<file path="config.mk">
export PLATFORM = sky130hd
export DESIGN_NAME = oram_frontend_flat
export DESIGN_NICKNAME = d
export VERILOG_FILES = /design/src/rtl/oram_frontend_if.sv /design/src/rtl/oram_frontend.sv /design/src/flat_wrapper.sv
export SDC_FILE = /design/constraint.sdc
export NUM_CORES = 2
export LEC_CHECK = 0
export ABC_AREA = 1
export BUFFER_PORTS_ARGS = -buffer_cell sky130_fd_sc_hd__buf_2
export CELL_PAD_IN_SITES_DETAIL_PLACEMENT = 0
export CELL_PAD_IN_SITES_GLOBAL_PLACEMENT = 1
export CORE_ASPECT_RATIO = 1.5
export CORE_MARGIN = 8
export CORE_UTILIZATION = 50
export CTS_CLUSTER_DIAMETER = 80
export DETAILED_ROUTE_END_ITERATION = 16
export PLACE_DENSITY = 0.86
export SYNTH_ARGS = -nofsm -noshare
export SYNTH_HDL_FRONTEND = slang
export SYNTH_SLANG_ARGS = --single-unit
</file>
<file path="constraint.sdc">
create_clock -name Clock -period 17.9 [get_ports Clock]
set_clock_uncertainty 0.2 [all_clocks]
set_input_delay 2.685 -clock Clock [delete_from_list [all_inputs] [get_ports Clock]]
set_output_delay 2.685 -clock Clock [all_outputs]
set_load 0.05 [all_outputs]
</file>
<file path="src/rtl/oram_frontend_if.sv">
// ORAM frontend bus bundle.
//
// Groups every handshake and data signal the frontend exchanges with its
// two neighbours: the user side (commands, store chunks, load chunks back
// to the user) and the backend side (issued commands with leaf labels,
// store chunks out, load chunks in). Clock and reset are not part of the
// bundle; they stay plain ports on the frontend.
//
// Modports:
//   slave  - the frontend's view (used by oram_frontend)
//   master - the environment's view (user plus backend)
//
// Signals (user side):   CmdIn, ProgAddrIn, CmdInValid/CmdInReady,
//                        DataIn, DataInValid/DataInReady,
//                        ReturnData, ReturnDataValid/ReturnDataReady
// Signals (backend side): CmdOut, AddrOut, OldLeaf, NewLeaf,
//                        CmdOutValid/CmdOutReady,
//                        StoreData, StoreDataValid/StoreDataReady,
//                        LoadData, LoadDataValid/LoadDataReady
interface oram_frontend_if #(
  parameter int ORAMU    = 32,
  parameter int ORAML    = 8,
  parameter int FEDWidth = 64
);

  logic [1:0]          CmdIn;
  logic [ORAMU-1:0]    ProgAddrIn;
  logic                CmdInValid;
  logic                CmdInReady;

  logic [FEDWidth-1:0] DataIn;
  logic                DataInValid;
  logic                DataInReady;

  logic [FEDWidth-1:0] ReturnData;
  logic                ReturnDataValid;
  logic                ReturnDataReady;

  logic [1:0]          CmdOut;
  logic [ORAMU-1:0]    AddrOut;
  logic [ORAML-1:0]    OldLeaf;
  logic [ORAML-1:0]    NewLeaf;
  logic                CmdOutValid;
  logic                CmdOutReady;

  logic [FEDWidth-1:0] StoreData;
  logic                StoreDataValid;
  logic                StoreDataReady;

  logic [FEDWidth-1:0] LoadData;
  logic                LoadDataValid;
  logic                LoadDataReady;

  modport slave (
    input  CmdIn, ProgAddrIn, CmdInValid,
    input  DataIn, DataInValid,
    input  ReturnDataReady,
    input  CmdOutReady,
    input  StoreDataReady,
    input  LoadData, LoadDataValid,
    output CmdInReady,
    output DataInReady,
    output ReturnData, ReturnDataValid,
    output CmdOut, AddrOut, OldLeaf, NewLeaf, CmdOutValid,
    output StoreData, StoreDataValid,
    output LoadDataReady
  );

  modport master (
    output CmdIn, ProgAddrIn, CmdInValid,
    output DataIn, DataInValid,
    output ReturnDataReady,
    output CmdOutReady,
    output StoreDataReady,
    output LoadData, LoadDataValid,
    input  CmdInReady,
    input  DataInReady,
    input  ReturnData, ReturnDataValid,
    input  CmdOut, AddrOut, OldLeaf, NewLeaf, CmdOutValid,
    input  StoreData, StoreDataValid,
    input  LoadDataReady
  );

endinterface

</file>
<file path="src/rtl/oram_frontend.sv">
// ORAM frontend: position map plus command/data sequencer.
//
// Accepts one user command at a time, looks up the leaf currently mapped
// to the block address, remaps the block to a fresh pseudo-random leaf,
// issues the command to the backend with both leaves, then passes one
// block's worth of data chunks (BC = ORAMB/FEDWidth) between user and
// backend in the direction the command implies.
//
// Ports:
//   Clock   - rising-edge clock
//   Reset   - asynchronous active-high reset; replays map initialisation
//   oramBus - oram_frontend_if.slave bundle with the user-side command,
//             store and return channels and the backend-side command,
//             store and load channels
module oram_frontend #(
  parameter int ORAMU         = 32,
  parameter int ORAML         = 8,
  parameter int ORAMB         = 512,
  parameter int FEDWidth      = 64,
  parameter int NumValidBlock = 256
) (
  input  logic            Clock,
  input  logic            Reset,
  oram_frontend_if.slave  oramBus
);

  localparam int IW = $clog2(NumValidBlock);
  localparam int BC = ORAMB / FEDWidth;
  localparam int CW = $clog2(BC + 1);

  localparam logic [IW-1:0] LastIdx   = IW'(NumValidBlock - 1);
  localparam logic [CW-1:0] LastChunk = CW'(BC - 1);

  typedef enum logic [2:0] {
    INIT,
    IDLE,
    LOOKUP,
    ISSUE,
    DATA
  } state_t;

  state_t             state_q;
  logic [IW-1:0]      initIdx_q;
  logic [15:0]        lfsr_q;
  logic [15:0]        lfsr_d;
  logic [1:0]         cmd_q;
  logic [ORAMU-1:0]   addr_q;
  logic [ORAML-1:0]   oldLeaf_q;
  logic [ORAML-1:0]   newLeaf_q;
  logic               cmdInReady_q;
  logic               cmdOutValid_q;
  logic [CW-1:0]      chunkCnt_q;

  logic [ORAML-1:0]   posMap_q [NumValidBlock];

  logic               memWe;
  logic [IW-1:0]      memAddr;
  logic [ORAML-1:0]   memData;

  logic               storeActive;
  logic               loadActive;
  logic               chunkFire;

  // Fibonacci LFSR, taps 16,14,13,11; the leaf handed out is taken from
  // the value before this shift.
  assign lfsr_d = {lfsr_q[14:0], lfsr_q[15] ^ lfsr_q[13] ^ lfsr_q[12] ^ lfsr_q[10]};

  // Cmd bit 1 set means a load (Read/ReadRmv); clear means a store
  // (Update/Append). Only the matching direction is opened during DATA.
  assign storeActive = (state_q == DATA) && !cmd_q[1];
  assign loadActive  = (state_q == DATA) &&  cmd_q[1];

  assign chunkFire = (storeActive && oramBus.DataInValid   && oramBus.StoreDataReady) ||
                     (loadActive  && oramBus.LoadDataValid && oramBus.ReturnDataReady);

  assign oramBus.StoreData       = storeActive ? oramBus.DataIn : '0;
  assign oramBus.StoreDataValid  = storeActive && oramBus.DataInValid;
  assign oramBus.DataInReady     = storeActive && oramBus.StoreDataReady;

  assign oramBus.ReturnData      = loadActive ? oramBus.LoadData : '0;
  assign oramBus.ReturnDataValid = loadActive && oramBus.LoadDataValid;
  assign oramBus.LoadDataReady   = loadActive && oramBus.ReturnDataReady;

  assign oramBus.CmdInReady  = cmdInReady_q;
  assign oramBus.CmdOutValid = cmdOutValid_q;
  assign oramBus.CmdOut      = cmd_q;
  assign oramBus.AddrOut     = addr_q;
  assign oramBus.OldLeaf     = oldLeaf_q;
  assign oramBus.NewLeaf     = newLeaf_q;

  // The map has a single write port shared by initialisation (identity
  // fill, i mod 2^ORAML) and the remap done in LOOKUP.
  always_comb begin
    memWe   = 1'b0;
    memAddr = addr_q[IW-1:0];
    memData = newLeaf_q;
    if (state_q == INIT) begin
      memWe   = 1'b1;
      memAddr = initIdx_q;
      memData = ORAML'(initIdx_q);
    end else if (state_q == LOOKUP) begin
      memWe   = 1'b1;
    end
  end

  // No reset on the map itself: every reset passes through INIT, which
  // rewrites all entries before any command can be accepted.
  always_ff @(posedge Clock) begin
    if (memWe) begin
      posMap_q[memAddr] <= memData;
    end
  end

  // Sequencer. All handshake outputs except the data pass-through are
  // registered here and change together with the state.
  always_ff @(posedge Clock or posedge Reset) begin
    if (Reset) begin
      state_q       <= INIT;
      initIdx_q     <= '0;
      lfsr_q        <= 16'hACE1;
      cmd_q         <= '0;
      addr_q        <= '0;
      oldLeaf_q     <= '0;
      newLeaf_q     <= '0;
      cmdInReady_q  <= 1'b0;
      cmdOutValid_q <= 1'b0;
      chunkCnt_q    <= '0;
    end else begin
      case (state_q)
        INIT: begin
          initIdx_q <= initIdx_q + IW'(1);
          if (initIdx_q == LastIdx) begin
            state_q      <= IDLE;
            cmdInReady_q <= 1'b1;
          end
        end

        IDLE: begin
          if (oramBus.CmdInValid) begin
            cmd_q        <= oramBus.CmdIn;
            addr_q       <= oramBus.ProgAddrIn;
            newLeaf_q    <= lfsr_q[ORAML-1:0];
            lfsr_q       <= lfsr_d;
            cmdInReady_q <= 1'b0;
            state_q      <= LOOKUP;
          end
        end

        // The read sees the entry before this edge's write, so OldLeaf is
        // the previous mapping while the map picks up newLeaf_q.
        LOOKUP: begin
          oldLeaf_q     <= posMap_q[addr_q[IW-1:0]];
          cmdOutValid_q <= 1'b1;
          state_q       <= ISSUE;
        end

        ISSUE: begin
          if (oramBus.CmdOutReady) begin
            cmdOutValid_q <= 1'b0;
            chunkCnt_q    <= '0;
            state_q       <= DATA;
          end
        end

        DATA: begin
          if (chunkFire) begin
            if (chunkCnt_q == LastChunk) begin
              chunkCnt_q   <= '0;
              cmdInReady_q <= 1'b1;
              state_q      <= IDLE;
            end else begin
              chunkCnt_q <= chunkCnt_q + CW'(1);
            end
          end
        end

        default: begin
          state_q <= INIT;
        end
      endcase
    end
  end

endmodule

</file>
<file path="src/flat_wrapper.sv">
// flat-port wrapper written by rule: the top's interface ports become plain ports
module oram_frontend_flat 
#(
  parameter int ORAMU         = 32,
  parameter int ORAML         = 8,
  parameter int ORAMB         = 512,
  parameter int FEDWidth      = 64,
  parameter int NumValidBlock = 256
)
  (Clock, Reset, oramBus_CmdIn, oramBus_ProgAddrIn, oramBus_CmdInValid, oramBus_DataIn, oramBus_DataInValid, oramBus_ReturnDataReady, oramBus_CmdOutReady, oramBus_StoreDataReady, oramBus_LoadData, oramBus_LoadDataValid, oramBus_CmdInReady, oramBus_DataInReady, oramBus_ReturnData, oramBus_ReturnDataValid, oramBus_CmdOut, oramBus_AddrOut, oramBus_OldLeaf, oramBus_NewLeaf, oramBus_CmdOutValid, oramBus_StoreData, oramBus_StoreDataValid, oramBus_LoadDataReady);
  oram_frontend_if #(.ORAMU(ORAMU), .ORAML(ORAML), .FEDWidth(FEDWidth)) oramBus_i ();
  input  logic Clock;
  input  logic Reset;
  input wire logic [$bits(oramBus_i.CmdIn)-1:0] oramBus_CmdIn;
  input wire logic [$bits(oramBus_i.ProgAddrIn)-1:0] oramBus_ProgAddrIn;
  input wire logic [$bits(oramBus_i.CmdInValid)-1:0] oramBus_CmdInValid;
  input wire logic [$bits(oramBus_i.DataIn)-1:0] oramBus_DataIn;
  input wire logic [$bits(oramBus_i.DataInValid)-1:0] oramBus_DataInValid;
  input wire logic [$bits(oramBus_i.ReturnDataReady)-1:0] oramBus_ReturnDataReady;
  input wire logic [$bits(oramBus_i.CmdOutReady)-1:0] oramBus_CmdOutReady;
  input wire logic [$bits(oramBus_i.StoreDataReady)-1:0] oramBus_StoreDataReady;
  input wire logic [$bits(oramBus_i.LoadData)-1:0] oramBus_LoadData;
  input wire logic [$bits(oramBus_i.LoadDataValid)-1:0] oramBus_LoadDataValid;
  output wire logic [$bits(oramBus_i.CmdInReady)-1:0] oramBus_CmdInReady;
  output wire logic [$bits(oramBus_i.DataInReady)-1:0] oramBus_DataInReady;
  output wire logic [$bits(oramBus_i.ReturnData)-1:0] oramBus_ReturnData;
  output wire logic [$bits(oramBus_i.ReturnDataValid)-1:0] oramBus_ReturnDataValid;
  output wire logic [$bits(oramBus_i.CmdOut)-1:0] oramBus_CmdOut;
  output wire logic [$bits(oramBus_i.AddrOut)-1:0] oramBus_AddrOut;
  output wire logic [$bits(oramBus_i.OldLeaf)-1:0] oramBus_OldLeaf;
  output wire logic [$bits(oramBus_i.NewLeaf)-1:0] oramBus_NewLeaf;
  output wire logic [$bits(oramBus_i.CmdOutValid)-1:0] oramBus_CmdOutValid;
  output wire logic [$bits(oramBus_i.StoreData)-1:0] oramBus_StoreData;
  output wire logic [$bits(oramBus_i.StoreDataValid)-1:0] oramBus_StoreDataValid;
  output wire logic [$bits(oramBus_i.LoadDataReady)-1:0] oramBus_LoadDataReady;
  assign oramBus_i.CmdIn = oramBus_CmdIn;
  assign oramBus_i.ProgAddrIn = oramBus_ProgAddrIn;
  assign oramBus_i.CmdInValid = oramBus_CmdInValid;
  assign oramBus_i.DataIn = oramBus_DataIn;
  assign oramBus_i.DataInValid = oramBus_DataInValid;
  assign oramBus_i.ReturnDataReady = oramBus_ReturnDataReady;
  assign oramBus_i.CmdOutReady = oramBus_CmdOutReady;
  assign oramBus_i.StoreDataReady = oramBus_StoreDataReady;
  assign oramBus_i.LoadData = oramBus_LoadData;
  assign oramBus_i.LoadDataValid = oramBus_LoadDataValid;
  assign oramBus_CmdInReady = oramBus_i.CmdInReady;
  assign oramBus_DataInReady = oramBus_i.DataInReady;
  assign oramBus_ReturnData = oramBus_i.ReturnData;
  assign oramBus_ReturnDataValid = oramBus_i.ReturnDataValid;
  assign oramBus_CmdOut = oramBus_i.CmdOut;
  assign oramBus_AddrOut = oramBus_i.AddrOut;
  assign oramBus_OldLeaf = oramBus_i.OldLeaf;
  assign oramBus_NewLeaf = oramBus_i.NewLeaf;
  assign oramBus_CmdOutValid = oramBus_i.CmdOutValid;
  assign oramBus_StoreData = oramBus_i.StoreData;
  assign oramBus_StoreDataValid = oramBus_i.StoreDataValid;
  assign oramBus_LoadDataReady = oramBus_i.LoadDataReady;
  oram_frontend #(.ORAMU(ORAMU), .ORAML(ORAML), .ORAMB(ORAMB), .FEDWidth(FEDWidth), .NumValidBlock(NumValidBlock)) u_core (.Clock(Clock), .Reset(Reset), .oramBus(oramBus_i));
endmodule
</file>
==> impl_metrics.py <==
metrics = {
    "global_routing": {
        "gr-total-overflow": 0,
        "global_route.usage.met3": 0.04432,
        "met1_usage": 0.3172,
        "met2_usage": 0.4209,
        "grt_pass1_vias": 55550,
        "antenna_found_initial": 18,
        "global_route.peak_usage_layer": "met2",
        "grt_start_max_net_pins": 183,
        "grt_use_total": 0.2520,
        "wire_length_of_the_first_global_routing_pass_um": 357100,
    },
    "clock_network": {
        "cts_num_sinks": 2126,
        "cts_setup_buffers": 0,
        "reg_clk_slew_reported_paths_ns": 0.07,
        "cts-resized-gates": 0,
        "cts_root_buf": "sky130_fd_sc_hd__clkbuf_16",
        "cts_tree": "done",
        "postCtsHoldBufs": 0,
        "cts-root-to-sink-buffers": 3,
        "clk-insertion-delay-late_ns": 0.82,
        "cts_inserted_buffers": 182,
        "cts-htree-levels": 4,
    },
    "floorplanning": {
        "dieArea_sq_mm": 0.1882,
        "top_level_ports": 354,
        "die_w_um": 356.9,
        "std_cell_rows": 187,
        "initial_core_util": 0.5035,
        "placeableCoreArea_sq_mm": 0.1731,
        "dieHeight_um": 527.4,
    },
    "cells_and_area": {
        "layoutNonFillerInstCount": 10156,
        "final_core_utilization": 0.5575,
        "final_net_count": 7897,
        "layout-area-overhead-vs-synth_pct": 10.74,
        "fin_area_sq_mm": 0.09653,
        "drive_gt1_frac": 0.09676,
    },
    "synthesis": {
        "netlist_area_sq_mm": 0.08717,
        "synth_fp_nets": 7790,
        "synthMostInstantiatedCell": "sky130_fd_sc_hd__nand2_1",
        "post_synth_top_area_share": 0.7055,
        "synthesis.instances": 7618,
        "netlist_top_cells_area": "sky130_fd_sc_hd__edfxtp_1, sky130_fd_sc_hd__nand3_1, sky130_fd_sc_hd__nand2_1",
        "top_ff_cell_synth": "sky130_fd_sc_hd__edfxtp_1",
        "post_synth_most_frequent_cells": "sky130_fd_sc_hd__nand2_1, sky130_fd_sc_hd__edfxtp_1, sky130_fd_sc_hd__nand3_1, sky130_fd_sc_hd__nor2_1, sky130_fd_sc_hd__clkbuf_1",
        "async_set_or_reset_register_ratio_after_synthesis": 0.03669,
        "synth-seq-cells": 2126,
        "yosysTopAreaCell": "sky130_fd_sc_hd__edfxtp_1",
        "ys_warn_count": 0,
        "synth-edff-count": 2048,
        "yosysUniqueCellTypes": 41,
        "syn_area_per_cell_sq_um": 11.44,
        "synth_sequential_area_ratio": 0.7280,
    },
    "worst_setup_path": {
        "data_arrival_time_of_the_worst_path_ns": 3.67,
        "critical_path.endpoint_type": "primary output",
        "path_max_fanout": 1,
        "path_delay_family": "buffers and inverters",
        "critPathBufInv": 3,
        "worst_r2r_path_depth": 15,
        "worst_setup_path_start_kind": "primary input",
        "cp_cell_sequence": "buf_2 -> inv_1 -> nor2_1 -> buf_2",
        "cp_common_cell": "sky130_fd_sc_hd__buf_2",
        "max_stage_delay_ns": 0.45,
        "worstSetupPathDepth": 4,
        "timing.critical_path.required_ns": 15.01,
        "worst_setup_path_class": "primary input to primary output",
        "crit_path_top_delay_cell": "sky130_fd_sc_hd__nor2_1",
    },
    "drt": {
        "detailedRoute.firstIterationViolations": 6524,
        "wirelength_um": 245400,
        "antenna_viol_nets_final": 0,
        "vias_per_cell": 5.784,
        "num_vias": 58740,
        "drtPass1Iterations": 8,
        "drc_errors": 0,
        "detail_route.wl_per_cell_um": 24.17,
    },
    "place": {
        "placedInstanceArea_sq_mm": 0.09047,
        "place_ws_ns": 11.46,
        "io_buffer_count": 353,
        "number_of_placed_instances_with_taps_included": 9809,
        "finalWeightedCongestion": 1.054,
        "dpl.hpwl_um": 146700,
    },
    "outcome": {
        "run_status": "finished, final reports clean",
    },
    "power": {
        "highest_ir_drop_seen_on_vdd_mv": 0.1040,
        "power_per_cell_area_mw_per_mm2": 97.68,
        "leakage_nw": 34.93,
    },
    "sta": {
        "finalCritPeriodShare": 0.3665,
        "relSlewSlack": 0.1612,
        "timing.final.ws_setup_ns": 11.34,
        "finalHoldViolCount": 0,
        "timing.final.max_slew_violations": 0,
        "unrepaired_setup_endpoints_after_global_routing": "false",
        "achievable-frequency_ghz": 0.1525,
        "setup_total_negative_slack_ns": 0,
        "timing_worst_slew_pin_value_ns": 1.258,
        "final.min_clock_period_ns": 6.559,
        "report.final.setup_viol": 0,
    },
    "min_path": {
        "hp-class": "flip-flop to flip-flop",
        "worst_hold_path.num_cells": 2,
    },
    "job": {
        "max_cap_viol_count": 0,
    },
}
==> layout by cell type (no fill, tap or decap), drive strengths merged <==
cell type  synthesis  layout
nand2           2233    2233
nand3           2049    2049
edfxtp          2048    2048
buf              253     439
nor2             425     425
clkbuf           263     222
inv              189     197
clkinv             5      82
dfrtp             70      70
o21ai             42      42
bufinv             0      23
diode              0      13
dfstp              8       8
xor2               6       6
xnor2              5       5
a21oi              5       5
nor3               5       5
clkinvlp           0       4
ha                 2       2
or2                2       2
nor4               1       1
a31oi              1       1
and3               1       1
o21bai             1       1
o21a               1       1
o22ai              1       1
nor3b              1       1
o22a               1       1
==> per-layer routing <==
layer,vias to the layer above,wire length (um)
met1,28584,90910
met5,-,34
met2,2765,120800
li1,26823,-
met4,6,13370
met3,562,20310
==> kinds of logic (layout without fill, tap and decap cells) <==
family | after synthesis | after routing | synth area share
other cells | 0 | 13 | 0
simple gates | 4717 | 4717 | 0.2337
compound gates | 52 | 52 | 0.003330
xor+xnor | 11 | 11 | 0.001105
fa+ha+maj | 2 | 2 | 0.0002870
buf+inv | 710 | 967 | 0.03356
flops | 2126 | 2126 | 0.7280
==> power by group <==
group          total, mW  leakage (nW)  internal (mW)  switching [mW]
logic             0.0358          12.7         0.0152          0.0205
clock network       4.03          2.96           2.26            1.76
registers           5.37          19.3           5.37               0
==> sequential cells by signal (all words and copies together) (netlist names), 3 cells and up <==
register and flops:
u_core.oramBus.OldLeaf 8, u_core.state_q 3, u_core.posMap_q 2048, u_core.oramBus.NewLeaf 7
u_core.lfsr_q 12, u_core.initIdx_q 8, u_core.chunkCnt_q 4, u_core.oramBus.AddrOut 32
==> area by class of cell <==
| cell class | instances | area [sq um] |
|---|---|---|
| fill | 14092 | 76610 |
| sequential | 2126 | 63480 |
| multi-input combinational | 4782 | 20890 |
| clock buffer | 222 | 4852 |
| tap | 2268 | 2838 |
| timing repair buffer | 439 | 2500 |
| clock inverter | 112 | 1175 |
| inverter | 194 | 764.5 |
| antenna | 13 | 32.53 |
==> worst paths after layout <==
| path | slack, ns | startpoint | end |
|---|---|---|---|
| max | 11.34 | oramBus_LoadData[8] | oramBus_ReturnData[8] |
| min | 0.28 | u_core.lfsr_q[5] | u_core.lfsr_q[5] |
| max reg2reg | 11.59 | u_core.oramBus.AddrOut[0] | u_core.oramBus.OldLeaf[7] |
| min reg2reg | 0.28 | u_core.lfsr_q[5] | u_core.lfsr_q[5] |
| max in group asynchronous | 14.62 | Reset | u_core.oramBus.AddrOut[4] |
| min in group asynchronous | 1.72 | Reset | u_core.oramBus.AddrOut[10] |
==> per-stage QoR <==
step	hold slack, ns	total power, mW
3_5_place_dp	0.2596	5.509
4_1_cts	0.2784	9.457
5_1_grt	0.2832	9.639
3_3_place_gp	0.2571	5.509
2_1_floorplan	0.2481	5.483
6_report	0.2754	9.430
==> worst min-delay path, cell delays in order (launching register included) <==
cell and delay (ns):
sky130_fd_sc_hd__dfstp_2 0.37, sky130_fd_sc_hd__nand2_1 0.05, sky130_fd_sc_hd__nand2_1 0.05
(Power assumes the default switching activity.)
